$ cat src/rtl/cla_nibble_sequencer_if.sv
// Requester, shared CLA slice and response signals of cla_nibble_sequencer.
// master = sequencer side, slave = requesters, CLA slice and consumer.
interface cla_nibble_sequencer_if #(
   parameter int WIDTH = 16
);
   logic             req0_valid;
   logic             req0_ready;
   logic [WIDTH-1:0] req0_a;
   logic [WIDTH-1:0] req0_b;
   logic             req0_sub;
   logic             req1_valid;
   logic             req1_ready;
   logic [WIDTH-1:0] req1_a;
   logic [WIDTH-1:0] req1_b;
   logic             req1_sub;
   logic [3:0]       cla_a;
   logic [3:0]       cla_b;
   logic             cla_cin;
   logic [3:0]       cla_s;
   logic             cla_cout;
   logic             resp_valid;
   logic             resp_ready;
   logic             resp_id;
   logic [WIDTH-1:0] resp_sum;
   logic             resp_cout;
   logic             resp_ovf;

   modport master (
      input  req0_valid, req0_a, req0_b, req0_sub,
      input  req1_valid, req1_a, req1_b, req1_sub,
      output req0_ready, req1_ready,
      output cla_a, cla_b, cla_cin,
      input  cla_s, cla_cout,
      output resp_valid, resp_id, resp_sum, resp_cout, resp_ovf,
      input  resp_ready
   );

   modport slave (
      output req0_valid, req0_a, req0_b, req0_sub,
      output req1_valid, req1_a, req1_b, req1_sub,
      input  req0_ready, req1_ready,
      input  cla_a, cla_b, cla_cin,
      output cla_s, cla_cout,
      input  resp_valid, resp_id, resp_sum, resp_cout, resp_ovf,
      output resp_ready
   );
endinterface

$ cat src/rtl/cla_nibble_sequencer.sv
// Two-requester arbiter that runs WIDTH-bit add/sub through one shared
// 4-bit CLA slice, one nibble per cycle with a registered carry.
module cla_nibble_sequencer #(
   parameter int WIDTH = 16
) (
   input logic                    clk,
   input logic                    rst_n,
   cla_nibble_sequencer_if.master bus
);
   localparam int NNIB = WIDTH / 4;
   localparam int IW = (NNIB > 1) ? $clog2(NNIB) : 1;
   localparam logic [IW-1:0] LAST = IW'(NNIB - 1);

   typedef enum logic [1:0] {IDLE, RUN, DONE} state_e;

   state_e           state_q;
   logic [WIDTH-1:0] a_q;
   logic [WIDTH-1:0] b_q;
   logic [WIDTH-1:0] sum_q;
   logic [IW-1:0]    idx_q;
   logic             carry_q;
   logic             id_q;
   logic             prio_q;
   logic             vld_q;
   logic             rid_q;
   logic             cout_q;
   logic             ovf_q;

   logic             gnt0;
   logic             gnt1;
   logic [WIDTH-1:0] a_d;
   logic [WIDTH-1:0] braw;
   logic [WIDTH-1:0] b_d;
   logic             sub_d;
   logic [IW+1:0]    lo;
   logic             run;

   // prio_q names the requester that wins a tie
   always_comb begin
      gnt0 = 1'b0;
      gnt1 = 1'b0;
      if (state_q == IDLE) begin
         gnt0 = bus.req0_valid && (!bus.req1_valid || !prio_q);
         gnt1 = bus.req1_valid && (!bus.req0_valid || prio_q);
      end
   end

   assign a_d   = gnt1 ? bus.req1_a : bus.req0_a;
   assign braw  = gnt1 ? bus.req1_b : bus.req0_b;
   assign sub_d = gnt1 ? bus.req1_sub : bus.req0_sub;
   assign b_d   = sub_d ? ~braw : braw;
   assign lo    = {idx_q, 2'b00};
   assign run   = (state_q == RUN);

   assign bus.req0_ready = gnt0;
   assign bus.req1_ready = gnt1;
   assign bus.cla_a      = run ? a_q[lo +: 4] : 4'h0;
   assign bus.cla_b      = run ? b_q[lo +: 4] : 4'h0;
   assign bus.cla_cin    = run ? carry_q : 1'b0;
   assign bus.resp_valid = vld_q;
   assign bus.resp_id    = rid_q;
   assign bus.resp_sum   = sum_q;
   assign bus.resp_cout  = cout_q;
   assign bus.resp_ovf   = ovf_q;

   always_ff @(posedge clk) begin
      if (!rst_n) begin
         state_q <= IDLE;
         a_q     <= '0;
         b_q     <= '0;
         sum_q   <= '0;
         idx_q   <= '0;
         carry_q <= 1'b0;
         id_q    <= 1'b0;
         prio_q  <= 1'b0;
         vld_q   <= 1'b0;
         rid_q   <= 1'b0;
         cout_q  <= 1'b0;
         ovf_q   <= 1'b0;
      end else begin
         unique case (state_q)
            IDLE: begin
               if (gnt0 || gnt1) begin
                  a_q     <= a_d;
                  b_q     <= b_d;
                  id_q    <= gnt1;
                  carry_q <= sub_d;
                  idx_q   <= '0;
                  prio_q  <= !gnt1;
                  state_q <= RUN;
               end
            end
            RUN: begin
               sum_q[lo +: 4] <= bus.cla_s;
               carry_q        <= bus.cla_cout;
               idx_q          <= idx_q + IW'(1);
               if (idx_q == LAST) begin
                  idx_q   <= '0;
                  cout_q  <= bus.cla_cout;
                  ovf_q   <= (a_q[WIDTH-1] == b_q[WIDTH-1]) &&
                             (bus.cla_s[3] != a_q[WIDTH-1]);
                  rid_q   <= id_q;
                  vld_q   <= 1'b1;
                  state_q <= DONE;
               end
            end
            DONE: begin
               if (bus.resp_ready) begin
                  vld_q   <= 1'b0;
                  state_q <= IDLE;
               end
            end
            default: state_q <= IDLE;
         endcase
      end
   end
endmodule

$ cat src/flat_wrapper.sv
// flat-port wrapper written by rule: the top's interface ports become plain ports
module cla_nibble_sequencer_flat 
#(
   parameter int WIDTH = 16
)
  (clk, rst_n, bus_req0_valid, bus_req0_a, bus_req0_b, bus_req0_sub, bus_req1_valid, bus_req1_a, bus_req1_b, bus_req1_sub, bus_req0_ready, bus_req1_ready, bus_cla_a, bus_cla_b, bus_cla_cin, bus_cla_s, bus_cla_cout, bus_resp_valid, bus_resp_id, bus_resp_sum, bus_resp_cout, bus_resp_ovf, bus_resp_ready);
  cla_nibble_sequencer_if #(.WIDTH(WIDTH)) bus_i ();
  input logic clk;
  input logic rst_n;
  input wire logic [$bits(bus_i.req0_valid)-1:0] bus_req0_valid;
  input wire logic [$bits(bus_i.req0_a)-1:0] bus_req0_a;
  input wire logic [$bits(bus_i.req0_b)-1:0] bus_req0_b;
  input wire logic [$bits(bus_i.req0_sub)-1:0] bus_req0_sub;
  input wire logic [$bits(bus_i.req1_valid)-1:0] bus_req1_valid;
  input wire logic [$bits(bus_i.req1_a)-1:0] bus_req1_a;
  input wire logic [$bits(bus_i.req1_b)-1:0] bus_req1_b;
  input wire logic [$bits(bus_i.req1_sub)-1:0] bus_req1_sub;
  output wire logic [$bits(bus_i.req0_ready)-1:0] bus_req0_ready;
  output wire logic [$bits(bus_i.req1_ready)-1:0] bus_req1_ready;
  output wire logic [$bits(bus_i.cla_a)-1:0] bus_cla_a;
  output wire logic [$bits(bus_i.cla_b)-1:0] bus_cla_b;
  output wire logic [$bits(bus_i.cla_cin)-1:0] bus_cla_cin;
  input wire logic [$bits(bus_i.cla_s)-1:0] bus_cla_s;
  input wire logic [$bits(bus_i.cla_cout)-1:0] bus_cla_cout;
  output wire logic [$bits(bus_i.resp_valid)-1:0] bus_resp_valid;
  output wire logic [$bits(bus_i.resp_id)-1:0] bus_resp_id;
  output wire logic [$bits(bus_i.resp_sum)-1:0] bus_resp_sum;
  output wire logic [$bits(bus_i.resp_cout)-1:0] bus_resp_cout;
  output wire logic [$bits(bus_i.resp_ovf)-1:0] bus_resp_ovf;
  input wire logic [$bits(bus_i.resp_ready)-1:0] bus_resp_ready;
  assign bus_i.req0_valid = bus_req0_valid;
  assign bus_i.req0_a = bus_req0_a;
  assign bus_i.req0_b = bus_req0_b;
  assign bus_i.req0_sub = bus_req0_sub;
  assign bus_i.req1_valid = bus_req1_valid;
  assign bus_i.req1_a = bus_req1_a;
  assign bus_i.req1_b = bus_req1_b;
  assign bus_i.req1_sub = bus_req1_sub;
  assign bus_req0_ready = bus_i.req0_ready;
  assign bus_req1_ready = bus_i.req1_ready;
  assign bus_cla_a = bus_i.cla_a;
  assign bus_cla_b = bus_i.cla_b;
  assign bus_cla_cin = bus_i.cla_cin;
  assign bus_i.cla_s = bus_cla_s;
  assign bus_i.cla_cout = bus_cla_cout;
  assign bus_resp_valid = bus_i.resp_valid;
  assign bus_resp_id = bus_i.resp_id;
  assign bus_resp_sum = bus_i.resp_sum;
  assign bus_resp_cout = bus_i.resp_cout;
  assign bus_resp_ovf = bus_i.resp_ovf;
  assign bus_i.resp_ready = bus_resp_ready;
  cla_nibble_sequencer #(.WIDTH(WIDTH)) u_core (.clk(clk), .rst_n(rst_n), .bus(bus_i));
endmodule
$ cat config.mk
export PLATFORM = sky130hd
export DESIGN_NAME = cla_nibble_sequencer_flat
export DESIGN_NICKNAME = d
export VERILOG_FILES = /design/src/rtl/cla_nibble_sequencer_if.sv /design/src/rtl/cla_nibble_sequencer.sv /design/src/flat_wrapper.sv
export SDC_FILE = /design/constraint.sdc
export NUM_CORES = 1
export LEC_CHECK = 0
export BUFFER_PORTS_ARGS = -buffer_cell sky130_fd_sc_hd__buf_2
export CORE_ASPECT_RATIO = 0.8
export CORE_MARGIN = 2
export CORE_UTILIZATION = 51
export CTS_CLUSTER_SIZE = 16
export DETAILED_ROUTE_END_ITERATION = 6
export PLACE_DENSITY = 0.8
export SYNTH_ARGS = -nofsm -noshare
export SYNTH_HDL_FRONTEND = slang
export SYNTH_SLANG_ARGS = --single-unit
$ cat constraint.sdc
create_clock -name clk -period 2.48 [get_ports clk]
set_input_delay 0.372 -clock clk [delete_from_list [all_inputs] [get_ports clk]]
set_output_delay 0.372 -clock clk [all_outputs]
set_load 0.005 [all_outputs]
**Word-level counts from Yosys, hierarchy flattened**

Cells that the tools add are included.
W data, S select, Z words.

- Bits in registers: 59
- Input bits: 76
- Word-level logic and storage cells: 67

- Add/subtract/negate cells: 2
- Eq/ne operators: 8
- Shift-type cells: 4
- Mux-type cells: 22
- Bitwise operators: 1
- Reduce and logical (&&, ||, !) cells: 18

Operators by type and width:

| operator | number |
|---|---|
| $mux W16 | 3 |
| $shiftx A16 B5 Y4 | 2 |
| $bwmux W16 | 1 |
| $not A16 Y16 | 1 |
| $shift A4 B6 Y16 const A | 1 |
| $shiftx A4 B6 Y16 | 1 |
| $mux W2 | 5 |
| $mux W4 | 2 |
| $mux W1 | 7 |
| $ne A2 B2 Y1 const B | 3 |
| $neg A4 Y6 | 1 |
| $pmux W2 S3 | 1 |
| $reduce_and A2 Y1 | 3 |
| $reduce_and A3 Y1 | 2 |
| $eq A2 B2 Y1 const B | 2 |
| $logic_not A1 Y1 | 4 |
| $pmux W1 S2 | 2 |
| $pmux W2 S2 | 1 |
| $reduce_bool A2 Y1 | 2 |
| $logic_and A1 B1 Y1 | 3 |
| $logic_or A1 B1 Y1 | 3 |
| $add A2 B1 Y2 const B | 1 |
| $eq A2 B1 Y1 const B | 1 |
| $logic_not A2 Y1 | 1 |
| other kinds (2) | 2 |

**Depth between registers and ports, before layout**

- Depth after elaboration: 7
- Gate-level depth with buffers: 7

**Least setup slack after synthesis**

OpenSTA, ideal clock, no wires.

- Path kind: flip-flop to flip-flop
- From: reg u_core.idx_q[1]
- To: reg u_core.sum_q[3], in the netlist u_core.bus.resp_sum[3]
- Library setup time: 128 ps
- Arrival: 1611 ps
- Required time: 2352 ps
- Path slack: 741 ps
- Stages on the path, launching flop included: 7
- Clock period less this slack: 1739 ps
- Cell sequence: dfxtp_1 clkbuf_1 inv_1 ha_1 and4bb_2 a32oi_1 nor2_1

- Longest elaborated chain between the ends: 3
- Elaborated cells on any way between the ends: 4
- Classes of those cells: add/sub (1); shift (2); mux (1)

Ends and longest elaborated chain:

| what | RTL line | source |
|---|---|---|
| start: declaration | cla_nibble_sequencer.sv:20 | `logic [IW-1:0] idx_q;` |
| start signal: assignment | cla_nibble_sequencer.sv:96 | `idx_q <= idx_q + IW'(1);` |
| $neg A4 Y6 * | cla_nibble_sequencer.sv:94 | `sum_q[lo +: 4] <= bus.cla_s;` |
| $shiftx A4 B6 Y16 or $shift A4 B6 Y16 (tied branches) | cla_nibble_sequencer.sv:94 |  |
| $bwmux W16 * | cla_nibble_sequencer.sv:94 |  |
| end signal: indexed assignment | cla_nibble_sequencer.sv:94 |  |
| end: declaration | cla_nibble_sequencer.sv:19 | `logic [WIDTH-1:0] sum_q;` |

Every way passes the cells marked *; elsewhere a longest branch is shown, timed or not.
A chain may end at the register's enable or synchronous reset.

**Final worst setup path**

- From: reg u_core.idx_q[0]
- To: out bus_cla_a[2]

- Longest elaborated chain between the ends: 2

Ends and longest elaborated chain:

| what | RTL line | source |
|---|---|---|
| $shiftx A16 B5 Y4 | cla_nibble_sequencer.sv:57 | `assign bus.cla_a = run ? a_q[lo +: 4] : 4'h0;` |
| $mux W4 | cla_nibble_sequencer.sv:57 |  |
| end: declaration | flat_wrapper.sv:20 | `output wire logic [$bits(bus_i.cla_a)-1:0] bus_cla_a;` |

Every way passes these cells.

==> impl_metrics.toml <==
[logic_synthesis]
ys_async_sr_fraction_pct = 0
yosysSeqAreaShare_pct = 36.3
yosysWarnings = 0
syn_inst = 360
synth_cell_types = 36
synth_edf_count = 0
ys_ff_latch = 59
synthTopCellsByCount = "nand3_1, dfxtp_1, xnor2_1"
synth_top_area_cell = "dfxtp_1"
synth.most_common_cell = "nand3_1"
synth.avg_cell_area_um2 = 9.03
synthTopCellsByArea = "dfxtp_1, nand3_1, xnor2_1"
ys_dominant_reg_cell = "dfxtp_1"
synthesis.nets = 442
synth_area_um2 = 3250
synth_top_area_share_pct = 36.3

[setup_path]
cp.arrival_ns = 1.88
slowest_stage = "mux4_2"
max_stage_delay_ns = 0.53
worstSetupPathType = "flip-flop to output pin"
worst_setup_path_end_kind = "output pin"
critPathMaxFanout = 11
crit_required_ns = 2.11
start_kind = "flip-flop"
path_cells = "buf_4, mux4_2, and2_1, buf_2"

[grt]
grt_start_max_net_pins = 35
grt_util_all_layers_pct = 25.7
overflow = 0
antenna_found_initial = 0
grt_pass1_vias = 3013
grt_pass1_wl_um = 14100

[timing]
finClkSkew_ns = 0.00514
tightest_slew_ns = 0.637
rsz0062_at_grt = "false"
fmax_ghz = 0.444
fin_crit_sh_pct = 90.9
setup_viol = 0
slew_viol_final = 0
period_minus_slack_ns = 2.25
relSlewSlack_pct = 57.5
finalHoldViolCount = 0
worst_slack_ns = 0.226
setup_tns_ns = 0

[finish]
syn_to_final_growth_pct = 23.0
n_antenna_cell = 0
fin_nets = 538
drive_gt1_share_pct = 31.9

[power]
p_leak_uw = 0.00161
p_per_area_nw_per_um2 = 577
vdd_drop_max_mv = 0.337

[clock_tree]
clock-root-buffer = "clkbuf_8"
cts_sinks = 59
cts_tree = "yes"
holdBufCountCts = 0
post_cts_buffers = 0
cts_resized = 0
insertion_delay_ns = 0.34
cts_made_buffers = 9
h-tree-depth = 3
clk_path_buf_depth = 2
clk_pin_slew_worst_paths_ns = 0.06

[floorplanning]
die_w_um = 93.3
core_area_um2 = 6040
die_y_um = 75.4
io_pins = 107
dieArea_um2 = 7030
start_util_pct = 53.9
rows = 25

[drt]
via_per_inst = 5.85
antenna_left = 0
routed-via-count = 3168
first_iter_violations = 141
highest_layer = "met4"
drt_pre_antenna_iters = 4
drt-total-wl_um = 8750
dr_wl_met3_um = 624
wl_met1_um = 3830
drc = 0
wl_per_cell_um = 16.1
dr_wl_met2_um = 4190

[min_path]
hold_class = "input port to flip-flop"

[placed_design]
place_ws_ns = 0.565
routabilityCongestion = 0.794
dp_hpwl_um = 6250
port_buffers = 106

[run]
cap_viol_max_count = 0

[status]
status = "finished clean"
final timing paths:
path | from | end | slack, ns | cells past startpoint
max | u_core.idx_q[0] | bus_cla_a[2] | 0.23 | 4
min | bus_req0_a[6] | u_core.a_q[6] | 0.31 | 3
max reg2reg | u_core.idx_q[1] | u_core.bus.resp_sum[2] | 0.54 | 5
min reg2reg | u_core.id_q | u_core.bus.resp_id | 0.46 | 2
worst max-delay path, delay by kind of cell (launching register included):
family / cells / cell delay (ns)
flip-flops: 1 / 0.44
buffers and inverters: 2 / 0.41
multiplexers: 1 / 0.53
AND/OR/NAND/NOR: 1 / 0.17
per-layer routing:
metal	vias up	GRT usage, %
met5	-	0
met4	0	7.19
met3	12	7.91
met2	117	43.2
met1	1514	32.6
li1	1525	-
per-stage QoR:
stage	total power [uW]	instance area, um^2	std cells	util (%)	hold WS, ns
after detailed placement	1500	3810	526	63.1	0.456
after global placement	1480	3810	526	63.1	0.453
after CTS	2320	4000	542	66.3	0.295
after global routing	2400	4000	542	66.3	0.308
final	2310	4000	542	66.3	0.309
after floorplan	1340	3250	360	-	0.443
sequential cells by signal, indices dropped and copies added, names as in the netlist:
name,flops
u_core.bus.resp_cout,1
u_core.bus.resp_sum,16
u_core.state_q,2
u_core.bus.resp_ovf,1
u_core.prio_q,1
u_core.idx_q,2
u_core.bus.resp_valid,1
u_core.carry_q,1
u_core.id_q,1
u_core.bus.resp_id,1
u_core.b_q,16
u_core.a_q,16
layout by cell type (no fill, tap or decap), drive strengths merged, types with 8 or more instances in the layout:
cell,Yosys,routed
a21oi,9,9
a31oi,16,16
a32oi,16,16
and2,12,12
buf,21,121
clkbuf,15,15
dfxtp,59,59
mux4,8,8
nand3,67,67
nor2,21,21
o2111a,16,16
o21ai,19,19
xnor2,32,32
power breakdown:
| part | total, uW | internal (uW) | switching [uW] |
|---|---|---|---|
| Sequential | 1040 | 1010 | 36.0 |
| Clock | 828 | 471 | 357 |
| Combinational | 437 | 210 | 227 |
cell families after synthesis:
kind of cell	share of synthesized area, %
AOI/OAI and AO/OA	18.6
adders and majority gates	2.31
DFF	36.3
buffers and inverters	6.46
muxes	5.54
and+or+nand+nor	22.2
xor gates and xnor gates	8.62
layout make-up:
| class | count | area [um^2] |
|---|---|---|
| Fill cell | 519 | 2040 |
| Multi-Input combinational cell | 259 | 1860 |
| Sequential cell | 59 | 1180 |
| Timing Repair Buffer | 121 | 643 |
| Clock buffer | 15 | 186 |
| Tap cell | 81 | 101 |
| Inverter | 6 | 22.5 |
| Clock inverter | 1 | 5.00 |
Power figures use the tool's default switching activity.
